[src/rtl/led_pattern_gen_pkg.sv]
// ---------------------------------------------------------------------------
// led_pattern_pkg
// Shared constants for the LED pattern engine: pattern mode codes as written
// by the CPU into the LED mode register, and the direction encoding used by
// the ping-pong and breathe state machines.
// No ports (package).
// ---------------------------------------------------------------------------
package led_pattern_pkg;

    localparam int MODE_W = 3;

    localparam logic [MODE_W-1:0] MODE_OFF      = 3'd0;
    localparam logic [MODE_W-1:0] MODE_LEFT     = 3'd1;
    localparam logic [MODE_W-1:0] MODE_RIGHT    = 3'd2;
    localparam logic [MODE_W-1:0] MODE_FLASH    = 3'd3;
    localparam logic [MODE_W-1:0] MODE_PINGPONG = 3'd4;
    localparam logic [MODE_W-1:0] MODE_FILL     = 3'd5;
    localparam logic [MODE_W-1:0] MODE_BREATHE  = 3'd6;

    // Direction bit shared by ping-pong (toward MSB/LSB) and breathe (brighter/dimmer)
    localparam logic DIR_UP   = 1'b0;
    localparam logic DIR_DOWN = 1'b1;

endpackage

[src/rtl/led_pattern_gen_prescaler.sv]
// ---------------------------------------------------------------------------
// led_prescaler
// Programmable step-rate divider. Counts enabled cycles and raises tick when
// the count has reached speed, giving one tick every speed+1 enabled cycles.
// The compare is ">=" so a speed lowered below the running count ticks on the
// very next enabled cycle instead of wrapping through 2^CNT_W.
// Ports:
//   clk    in   1      system clock
//   RST    in   1      asynchronous active-high reset
//   enable in   1      count only while high; frozen otherwise
//   clear  in   1      restart count at 0 and suppress tick this cycle
//   speed  in   CNT_W  step period minus one
//   tick   out  1      combinational step strobe (registered by the top)
// ---------------------------------------------------------------------------
module led_prescaler
    import led_pattern_pkg::*;
#(
    parameter int CNT_W = 32
) (
    input  logic             clk,
    input  logic             RST,
    input  logic             enable,
    input  logic             clear,
    input  logic [CNT_W-1:0] speed,
    output logic             tick
);

    logic [CNT_W-1:0] cnt_r;
    logic             at_limit_s;

    assign at_limit_s = (cnt_r >= speed);
    assign tick       = enable & ~clear & at_limit_s;

    // Step counter: clear has priority, then count or restart while enabled
    always_ff @(posedge clk or posedge RST) begin
        if (RST) begin
            cnt_r <= {CNT_W{1'b0}};
        end else if (clear) begin
            cnt_r <= {CNT_W{1'b0}};
        end else if (enable) begin
            if (at_limit_s) begin
                cnt_r <= {CNT_W{1'b0}};
            end else begin
                cnt_r <= cnt_r + CNT_W'(1'b1);
            end
        end else begin
            cnt_r <= cnt_r;
        end
    end

endmodule

[src/rtl/led_pattern_gen.sv]
// ---------------------------------------------------------------------------
// led_pattern_gen
// Multi-LED pattern engine: shift left/right, flash, ping-pong, bar-fill and
// PWM breathe, advanced by a programmable prescaler tick. A change of mode
// restarts the prescaler and reloads the pattern's initial value; a tick in
// the same cycle as a mode change is discarded.
// LED is registered from the next-state decode, so it always shows the
// pattern held in the state registers and changes in the same cycle as
// step_pulse.
// Ports:
//   clk        in   1        system clock
//   RST        in   1        asynchronous active-high reset
//   enable     in   1        run when high; freeze prescaler/pattern/PWM when low
//   mode       in   3        pattern select (see led_pattern_pkg)
//   speed      in   CNT_W    step period = speed+1 cycles
//   LED        out  NUM_LED  registered pattern, bit0 = LED0
//   LEDclk     out  1        registered, toggles on every step tick
//   step_pulse out  1        registered one-cycle strobe per step tick
// ---------------------------------------------------------------------------
module led_pattern_gen
    import led_pattern_pkg::*;
#(
    parameter int NUM_LED = 8,
    parameter int CNT_W   = 32,
    parameter int PWM_W   = 8
) (
    input  logic               clk,
    input  logic               RST,
    input  logic               enable,
    input  logic [MODE_W-1:0]  mode,
    input  logic [CNT_W-1:0]   speed,
    output logic [NUM_LED-1:0] LED,
    output logic               LEDclk,
    output logic               step_pulse
);

    localparam logic [NUM_LED-1:0] LED_ZERO  = {NUM_LED{1'b0}};
    localparam logic [NUM_LED-1:0] LED_ONES  = {NUM_LED{1'b1}};
    localparam logic [NUM_LED-1:0] ONE_LSB   = NUM_LED'(1'b1);
    localparam logic [NUM_LED-1:0] ONE_MSB   = ONE_LSB << (NUM_LED - 1);
    localparam logic [PWM_W-1:0]   LVL_ZERO  = {PWM_W{1'b0}};
    localparam logic [PWM_W-1:0]   LVL_ONE   = PWM_W'(1'b1);
    localparam logic [PWM_W-1:0]   LVL_MAX   = {PWM_W{1'b1}};
    localparam logic [PWM_W-1:0]   LVL_TOPM1 = LVL_MAX - LVL_ONE;

    logic [MODE_W-1:0]  mode_q_r;
    logic [NUM_LED-1:0] pattern_r,    pattern_nx_s;
    logic               dir_r,        dir_nx_s;
    logic [PWM_W-1:0]   level_r,      level_nx_s;
    logic               lvl_dir_r,    lvl_dir_nx_s;
    logic [PWM_W-1:0]   pwm_r,        pwm_nx_s;
    logic [NUM_LED-1:0] led_nx_s;
    logic               change_s;
    logic               tick_s;

    assign change_s = (mode != mode_q_r);

    led_prescaler #(
        .CNT_W (CNT_W)
    ) u_prescaler (
        .clk    (clk),
        .RST    (RST),
        .enable (enable),
        .clear  (change_s),
        .speed  (speed),
        .tick   (tick_s)
    );

    // State register: mode latch, pattern, directions, breathe level and PWM counter
    always_ff @(posedge clk or posedge RST) begin
        if (RST) begin
            mode_q_r  <= MODE_OFF;
            pattern_r <= LED_ZERO;
            dir_r     <= DIR_UP;
            level_r   <= LVL_ZERO;
            lvl_dir_r <= DIR_UP;
            pwm_r     <= {PWM_W{1'b0}};
        end else begin
            mode_q_r  <= mode;
            pattern_r <= pattern_nx_s;
            dir_r     <= dir_nx_s;
            level_r   <= level_nx_s;
            lvl_dir_r <= lvl_dir_nx_s;
            pwm_r     <= pwm_nx_s;
        end
    end

    // Next-state: reload on mode change, otherwise advance the active pattern on tick
    always_comb begin
        pattern_nx_s = pattern_r;
        dir_nx_s     = dir_r;
        level_nx_s   = level_r;
        lvl_dir_nx_s = lvl_dir_r;

        // PWM counter free-runs whenever the engine is enabled
        if (enable) begin
            pwm_nx_s = pwm_r + LVL_ONE;
        end else begin
            pwm_nx_s = pwm_r;
        end

        if (change_s) begin
            // Init values are selected by the incoming mode, which is the next mode_q
            dir_nx_s     = DIR_UP;
            level_nx_s   = LVL_ZERO;
            lvl_dir_nx_s = DIR_UP;
            case (mode)
                MODE_LEFT:     pattern_nx_s = ONE_LSB;
                MODE_RIGHT:    pattern_nx_s = ONE_MSB;
                MODE_FLASH:    pattern_nx_s = LED_ONES;
                MODE_PINGPONG: pattern_nx_s = ONE_LSB;
                default:       pattern_nx_s = LED_ZERO;
            endcase
        end else if (tick_s) begin
            case (mode_q_r)
                // Shift-or rotates also degenerate to "hold" for a single LED
                MODE_LEFT: begin
                    pattern_nx_s = (pattern_r << 1) | (pattern_r >> (NUM_LED - 1));
                end
                MODE_RIGHT: begin
                    pattern_nx_s = (pattern_r >> 1) | (pattern_r << (NUM_LED - 1));
                end
                MODE_FLASH: begin
                    pattern_nx_s = ~pattern_r;
                end
                MODE_PINGPONG: begin
                    // Reverse when standing on an end LED so the end is not shown twice
                    if (NUM_LED == 1) begin
                        pattern_nx_s = pattern_r;
                    end else if (dir_r == DIR_UP) begin
                        if (pattern_r[NUM_LED-1]) begin
                            pattern_nx_s = pattern_r >> 1;
                            dir_nx_s     = DIR_DOWN;
                        end else begin
                            pattern_nx_s = pattern_r << 1;
                        end
                    end else begin
                        if (pattern_r[0]) begin
                            pattern_nx_s = pattern_r << 1;
                            dir_nx_s     = DIR_UP;
                        end else begin
                            pattern_nx_s = pattern_r >> 1;
                        end
                    end
                end
                MODE_FILL: begin
                    // A full bar empties on the next step
                    if (&pattern_r) begin
                        pattern_nx_s = LED_ZERO;
                    end else begin
                        pattern_nx_s = (pattern_r << 1) | ONE_LSB;
                    end
                end
                MODE_BREATHE: begin
                    // Turn around on arriving at an end so neither end level dwells
                    if (lvl_dir_r == DIR_UP) begin
                        level_nx_s = level_r + LVL_ONE;
                        if (level_r == LVL_TOPM1) begin
                            lvl_dir_nx_s = DIR_DOWN;
                        end else begin
                            lvl_dir_nx_s = DIR_UP;
                        end
                    end else begin
                        level_nx_s = level_r - LVL_ONE;
                        if (level_r == LVL_ONE) begin
                            lvl_dir_nx_s = DIR_UP;
                        end else begin
                            lvl_dir_nx_s = DIR_DOWN;
                        end
                    end
                end
                default: begin
                    pattern_nx_s = LED_ZERO;
                end
            endcase
        end else begin
            pattern_nx_s = pattern_r;
        end
    end

    // Output decode from next state (mode is the next value of mode_q)
    always_comb begin
        led_nx_s = LED_ZERO;
        case (mode)
            MODE_LEFT, MODE_RIGHT, MODE_FLASH, MODE_PINGPONG, MODE_FILL: begin
                led_nx_s = pattern_nx_s;
            end
            MODE_BREATHE: begin
                led_nx_s = {NUM_LED{(pwm_nx_s < level_nx_s)}};
            end
            default: begin
                led_nx_s = LED_ZERO;
            end
        endcase
    end

    // Output register: LED, visible step clock and step strobe
    always_ff @(posedge clk or posedge RST) begin
        if (RST) begin
            LED        <= LED_ZERO;
            LEDclk     <= 1'b0;
            step_pulse <= 1'b0;
        end else begin
            LED        <= led_nx_s;
            LEDclk     <= LEDclk ^ tick_s;
            step_pulse <= tick_s;
        end
    end

endmodule
[config.mk]
export PLATFORM = sky130hd
export DESIGN_NAME = led_pattern_gen
export DESIGN_NICKNAME = d
export VERILOG_FILES = /design/src/rtl/led_pattern_gen_pkg.sv /design/src/rtl/led_pattern_gen_prescaler.sv /design/src/rtl/led_pattern_gen.sv
export SDC_FILE = /design/constraint.sdc
export NUM_CORES = 1
export LEC_CHECK = 0
export ABC_AREA = 0
export BUFFER_PORTS_ARGS = -buffer_cell sky130_fd_sc_hd__buf_2
export CORE_ASPECT_RATIO = 0.8
export CORE_MARGIN = 2
export CORE_UTILIZATION = 45
export CTS_BUF_LIST = sky130_fd_sc_hd__clkbuf_8
export CTS_CLUSTER_DIAMETER = 30
export CTS_CLUSTER_SIZE = 25
export DETAILED_ROUTE_END_ITERATION = 7
export PLACE_DENSITY = 0.68
export SYNTH_ARGS = -nofsm -noshare
export SYNTH_HDL_FRONTEND = slang
export SYNTH_SLANG_ARGS = --single-unit
[constraint.sdc]
create_clock -name clk -period 4.46 [get_ports clk]
set_clock_uncertainty 0.05 [all_clocks]
set_input_delay 0.223 -clock clk [delete_from_list [all_inputs] [get_ports clk]]
set_output_delay 0.223 -clock clk [all_outputs]
set_load 0.01 [all_outputs]
# ---- Yosys cells after proc, flatten, opt, wreduce, memory -nomap -nowiden
# Index checks and enable logic that the tools add are counted.
dict set report word_totals {
  inputBits 38
  output_inout_bits 10
  word_cells 76
  reg_bits 71
}
dict set report op_classes {
  add_sub_neg 4
  eq_ne 15
  reduce_logical 9
  muxes 29
  bitwise_logic 7
  n_lt_le_gt_ge 2
}
# operator n
set ops {}
lappend ops {{$mux W32} 3}
lappend ops {{$mux W8} 11}
lappend ops {{$pmux W8 S6} 1}
lappend ops {{$add A32 B1 Y32 const B} 1}
lappend ops {{$ge A32 B32 Y1} 1}
lappend ops {{$pmux W8 S3} 1}
lappend ops {{$eq A3 B3 Y1 const B} 6}
lappend ops {{$add A8 B1 Y8 const B} 2}
lappend ops {{$pmux W8 S2} 1}
lappend ops {{$eq A3 B2 Y1 const B} 4}
lappend ops {{$mux W1} 12}
lappend ops {{$eq A8 B1 Y1 const B} 1}
lappend ops {{$eq A8 B8 Y1 const B} 1}
lappend ops {{$lt A8 B8 Y1} 1}
lappend ops {{$not A8 Y8} 1}
lappend ops {{$or A7 B8 Y8} 1}
lappend ops {{$or A8 B1 Y8} 1}
lappend ops {{$reduce_and A8 Y1} 1}
lappend ops {{$reduce_bool A2 Y1} 4}
lappend ops {{$sub A8 B1 Y8 const B} 1}
lappend ops {{$eq A3 B1 Y1 const B} 2}
lappend ops {{$reduce_or A5 Y1} 1}
lappend ops {{$reduce_and A2 Y1} 2}
lappend ops {{$ne A3 B3 Y1} 1}
lappend ops {{other kinds (4)} 5}

# ---- Logic depth before layout (Yosys ltp)
dict set report depth {
  depth_word 8
  ltp_mapped 17
  depth_no_buf 17
}

# ---- Hierarchy
# Synthesis repeated with hierarchy kept, for this count alone.
dict set report hier_totals {
  hier_cells 664
  area_unflattened_um2 5555.3
}
# module n_inst cells_each seq_area_each_um2 area_each_um2
set modules_own_cells {}
lappend modules_own_cells {led_prescaler 1 374 800.8 3001.6}
lappend modules_own_cells {led_pattern_gen 1 290 975.9 2553.7}

# ---- Worst setup path before layout
# Ideal clock, no wire load.
dict set report synth_timing {
  path_kind {reg2reg}
  start {register u_prescaler.cnt_r[15]}
  end {register LED[0]}
  n_path_buf 0
  slack_ns 0.354
  synth_period_minus_slack_ns 4.106
  setup_ns 0.110
  path_stages_with_launch 16
  arrival_ns 3.946
  cell_sequence {dfrtp_1 -> ha_1 -> nand2_1 -> nor4_2 -> or4b_1 -> a31oi_4 -> o221ai_1 -> xor2_1 -> nand2b_1 -> ha_1 -> a21o_1 -> a21o_1 -> a221o_1 -> nor4_1 -> a211oi_4 -> o41ai_1}
}
dict set report synth_between {
  elab_chain_len 6
  elab_cells_between_ends 8
  cone_classes {order compare (2); mux (5); bitwise (1)}
}
# item line_no
set synth_rtl {}
lappend synth_rtl {{from (decl)} led_pattern_gen_prescaler.sv:28} ;# logic [CNT_W-1:0] cnt_r;
lappend synth_rtl {{from (signal assigned)} led_pattern_gen_prescaler.sv:37} ;# cnt_r <= {CNT_W{1'b0}};
lappend synth_rtl {{from (signal assigned)} led_pattern_gen_prescaler.sv:39} ;# cnt_r <= {CNT_W{1'b0}};
lappend synth_rtl {{from (signal assigned)} led_pattern_gen_prescaler.sv:42} ;# cnt_r <= {CNT_W{1'b0}};
lappend synth_rtl {{$ge A32 B32 Y1 (*)} led_pattern_gen_prescaler.sv:31} ;# assign at_limit_s = (cnt_r >= speed);
lappend synth_rtl {{$and A1 B1 Y1 (*)} led_pattern_gen_prescaler.sv:32} ;# assign tick = enable & ~clear & at_limit_s;
lappend synth_rtl {{$mux W8} led_pattern_gen.sv:114} ;# end else if (tick_s) begin
lappend synth_rtl {{$mux W8} led_pattern_gen.sv:102} ;# if (change_s) begin
lappend synth_rtl {{$lt A8 B8 Y1} led_pattern_gen.sv:189} ;# led_nx_s = {NUM_LED{(pwm_nx_s < level_nx_s)}};
lappend synth_rtl {{$pmux W8 S2 (*)} led_pattern_gen.sv:184} ;# case (mode)
lappend synth_rtl {{named net led_nx_s[0]} led_pattern_gen.sv:52} ;# logic [NUM_LED-1:0] led_nx_s;
lappend synth_rtl {{to (signal assigned)} led_pattern_gen.sv:204} ;# LED <= led_nx_s;
lappend synth_rtl {{to (decl)} led_pattern_gen.sv:32} ;# output logic [NUM_LED-1:0] LED,
# Mark *: on every way through the listed nets, which the timed path passes. The rest lies on a longest branch.
# A chain may end at the register's enable or synchronous reset.

# ---- Worst setup path after layout
dict set report layout_timing {
  start {register u_prescaler.cnt_r[15]}
  end {register LED[5]}
}
# Same word-level chain as after synthesis.

==> flow_summary.toml <==
[synth]
synth_simple_gate_area_frac = 0.224
synthAdderAreaFrac = 0.111
synth_top_area_cell = "dfrtp_1"
synth_xor_area_frac = 0.0363
synth_top_area_share = 0.351
seq_area_frac_synth = 0.351
synth_nets = 670
synth_top_cells_by_area = "dfrtp_1 (35%), ha_1 (11%), nand2_1 (5.3%)"
syn_area_um2 = 5060
avgSynthCellArea_um2 = 8.62
yosys-top-cells-count = "dfrtp_1 (71), nand2_1 (71), inv_1 (50), ha_1 (45), a21oi_1 (40)"
synth_compound_area_frac = 0.165
synth_async_sr_flop_share = 1.00
syn_inst = 587
synth_edf_count = 0
synth-seq-cells = 71
yosysWarnings = 0
synth_mux_area_frac = 0.0522
ys_types = 59
synth_ff_type = "dfrtp_1"
synth_top_family_by_area = "simple AND/OR/NAND/NOR gates"

[sta]
min_period_ns = 4.24
hold_violations = 0
slew-limit-headroom = 0.514
finalWorstSetupSlack_ns = 0.217
rsz0062_at_grt = "false"
slew_viol_final = 0
post-route-period-util = 0.951
max_freq_mhz = 236
tightestPinTransition_ns = 0.729
setup_viol = 0
timing.hold.ws_ns = 0.240
tns_ns = 0

[worst_setup_path]
r2r_slack_ns = 0.22
critPathCaptureType = "register"
crit_required_ns = 4.65
reg2reg_to = "LED[5]$_DFF_PP0_"
path_max_fanout = 8
arrival_ns = 4.44
cp-start-kind = "register"
reg2reg_from = "u_prescaler.cnt_r[15]$_DFFE_PP0P_"
rr_worst_depth = 16
worstSetupPathType = "reg -> reg"

[floorplanning]
num_io_pins = 48
rows = 34
fp.coreArea_um2 = 10900
die_y_um = 98.9
die_area_um2 = 12100
start_util = 0.463
die_w_um = 123

[global_routing]
met2_usage = 0.308
grt_pass1_vias = 4269
grt_pass1_wl_um = 19600
antenna_found_initial = 0
grtUsageMet1 = 0.287
grt_max_degree = 59
top_usage_layer = "met2"
grt_overflow = 0
grt_usage = 0.202
grtUsageMet3 = 0.0440

[cts]
cts-buffers-inserted = 9
cts_tree = "done"
clock_path_buffers = 2
clk_latency_ns = 0.35
path_clk_slew_ns = 0.08
cts-root-buf = "clkbuf_8"
clkSinkCount = 71
htreeDepth = 3

[route]
wl_per_cell_um = 14.9
antenna_left = 0
drt_wl_total_um = 11700
firstDrtPassIters = 5
dr.first_iter.drc_count = 369
via_per_inst = 5.70
via_count = 4460
route.detailed.drc = 0

[placement]
post-dp-hpwl_um = 8370
gp_congestion = 0.852
port_buffers = 47
place_area_um2 = 5420
place_ws_ns = -0.0305

[power]
powerDensity_nw_per_um2 = 283
leakage_nw = 2.70
vdd_drop_max_v = 0.000134

[hold_path]
hold_path_startpoint = "enable"
min_to = "pwm_r[2]$_DFF_PP0_"
min_delay_path_depth = 3
hold_class = "in -> reg"

[outcome]
outcome = "complete, no violations"

[layout]
fill_cells = 1031
antenna_cells = 0
final_nets = 716
layout-drive-gt1-share = 0.143
postLayoutCellArea_um2 = 5710
areaGrowthSynthToFinish_pct = 12.9
regArea_um2 = 1780
multiInputGateArea_um2 = 3020

[job]
maxCapViolCount = 0
[how the worst max path moves through the flow]
stage,startpoint,endpoint,slack (ns),cells after the start
floorplan,u_prescaler.cnt_r[15]$_DFFE_PP0P_,LED[0]$_DFF_PP0_,0.35,15
global placement,u_prescaler.cnt_r[15]$_DFFE_PP0P_,LED[0]$_DFF_PP0_,0.12,15
detailed placement,u_prescaler.cnt_r[13]$_DFFE_PP0P_,LED[0]$_DFF_PP0_,-0.03,15
CTS,u_prescaler.cnt_r[13]$_DFFE_PP0P_,LED[5]$_DFF_PP0_,0.02,16
global route,u_prescaler.cnt_r[15]$_DFFE_PP0P_,LED[5]$_DFF_PP0_,0.02,16
finish,u_prescaler.cnt_r[15]$_DFFE_PP0P_,LED[5]$_DFF_PP0_,0.22,16
[report_power, final]
group / switching, mW / internal (mW)
Sequential: 0.0480 / 0.697
Clock: 0.261 / 0.259
Combinational: 0.199 / 0.151
Total: 0.507 / 1.11
[cell type report]
| type | instances | area share |
|---|---|---|
| clock inverter | 7 | 0.0127 |
| multi-input combinational | 440 | 0.529 |
| inverter | 50 | 0.0329 |
| clock buffer | 9 | 0.0217 |
| timing repair buffer | 61 | 0.0613 |
| tap | 144 | 0.0315 |
| sequential | 71 | 0.311 |
[critical path: stages, from the launching register on]
cell and delay (ns):
dfrtp_1 0.42, ha_1 0.31, nand2_1 0.09, nor4_2 0.31, or4b_4 0.55, a31oi_4 0.23, o221ai_1 0.17, xor2_1 0.18
nand2b_1 0.15, ha_1 0.31, a21o_1 0.16, a21o_1 0.18, a221o_1 0.40, nor4_2 0.22, o211a_1 0.22, a211oi_4 0.08
o31ai_1 0.11
[cells by family (layout without fill, tap and decap cells)]
family,Yosys count,count (layout)
xor+xnor,21,21
simple gates,224,224
buf+inv,77,127
fa+ha+maj,45,45
mux,26,26
compound gates,123,124
flops,71,71
[routing by layer]
| metal | vias to the layer above | wire length [um] |
|---|---|---|
| li1 | 2178 | - |
| met1 | 2132 | 5680 |
| met2 | 137 | 5150 |
| met3 | 13 | 699 |
| met4 | 0 | 136 |
| met5 | - | 0 |
[registers in the layout (all words and copies together) (netlist names)]
register,cells
LED,8
LEDclk,1
dir_r,1
level_r,8
lvl_dir_r,1
mode_q_r,3
pattern_r,8
pwm_r,8
step_pulse,1
u_prescaler.cnt_r,32
[metrics by stage]
stage	power (mW)	utilization	instances
3_5_place_dp	1.10	0.496	758
2_1_floorplan	0.984	-	587
5_1_grt	1.70	0.523	782
4_1_cts	1.62	0.518	778
6_report	1.61	0.523	782
3_3_place_gp	1.08	0.496	758
[cells in the final DEF, fill, tap and decap left out, types with 8 or more instances in the layout]
cell and instances:
dfrtp_1 71, nand2_1 71, inv_1 49, buf_2 47
ha_1 45, a21oi_1 40, nor2_1 34, mux2i_1 23
o21ai_0 21, nand4_1 20, nand3_1 18, and3_1 17
nand2b_1 16, xnor2_1 12, buf_4 10, a21o_1 9
xor2_1 9, clkbuf_8 9, a22o_1 8
[timing repair]
item,CTS,global route
endpoints found under the setup margin,6,8
buffers inserted,0,3
cloned,0,1
resized for setup,1,3
endpoints found under the hold margin,27,0
hold buffers,4,0
pin swaps,0,3
Note: power is estimated with default switching activity, not from simulation.
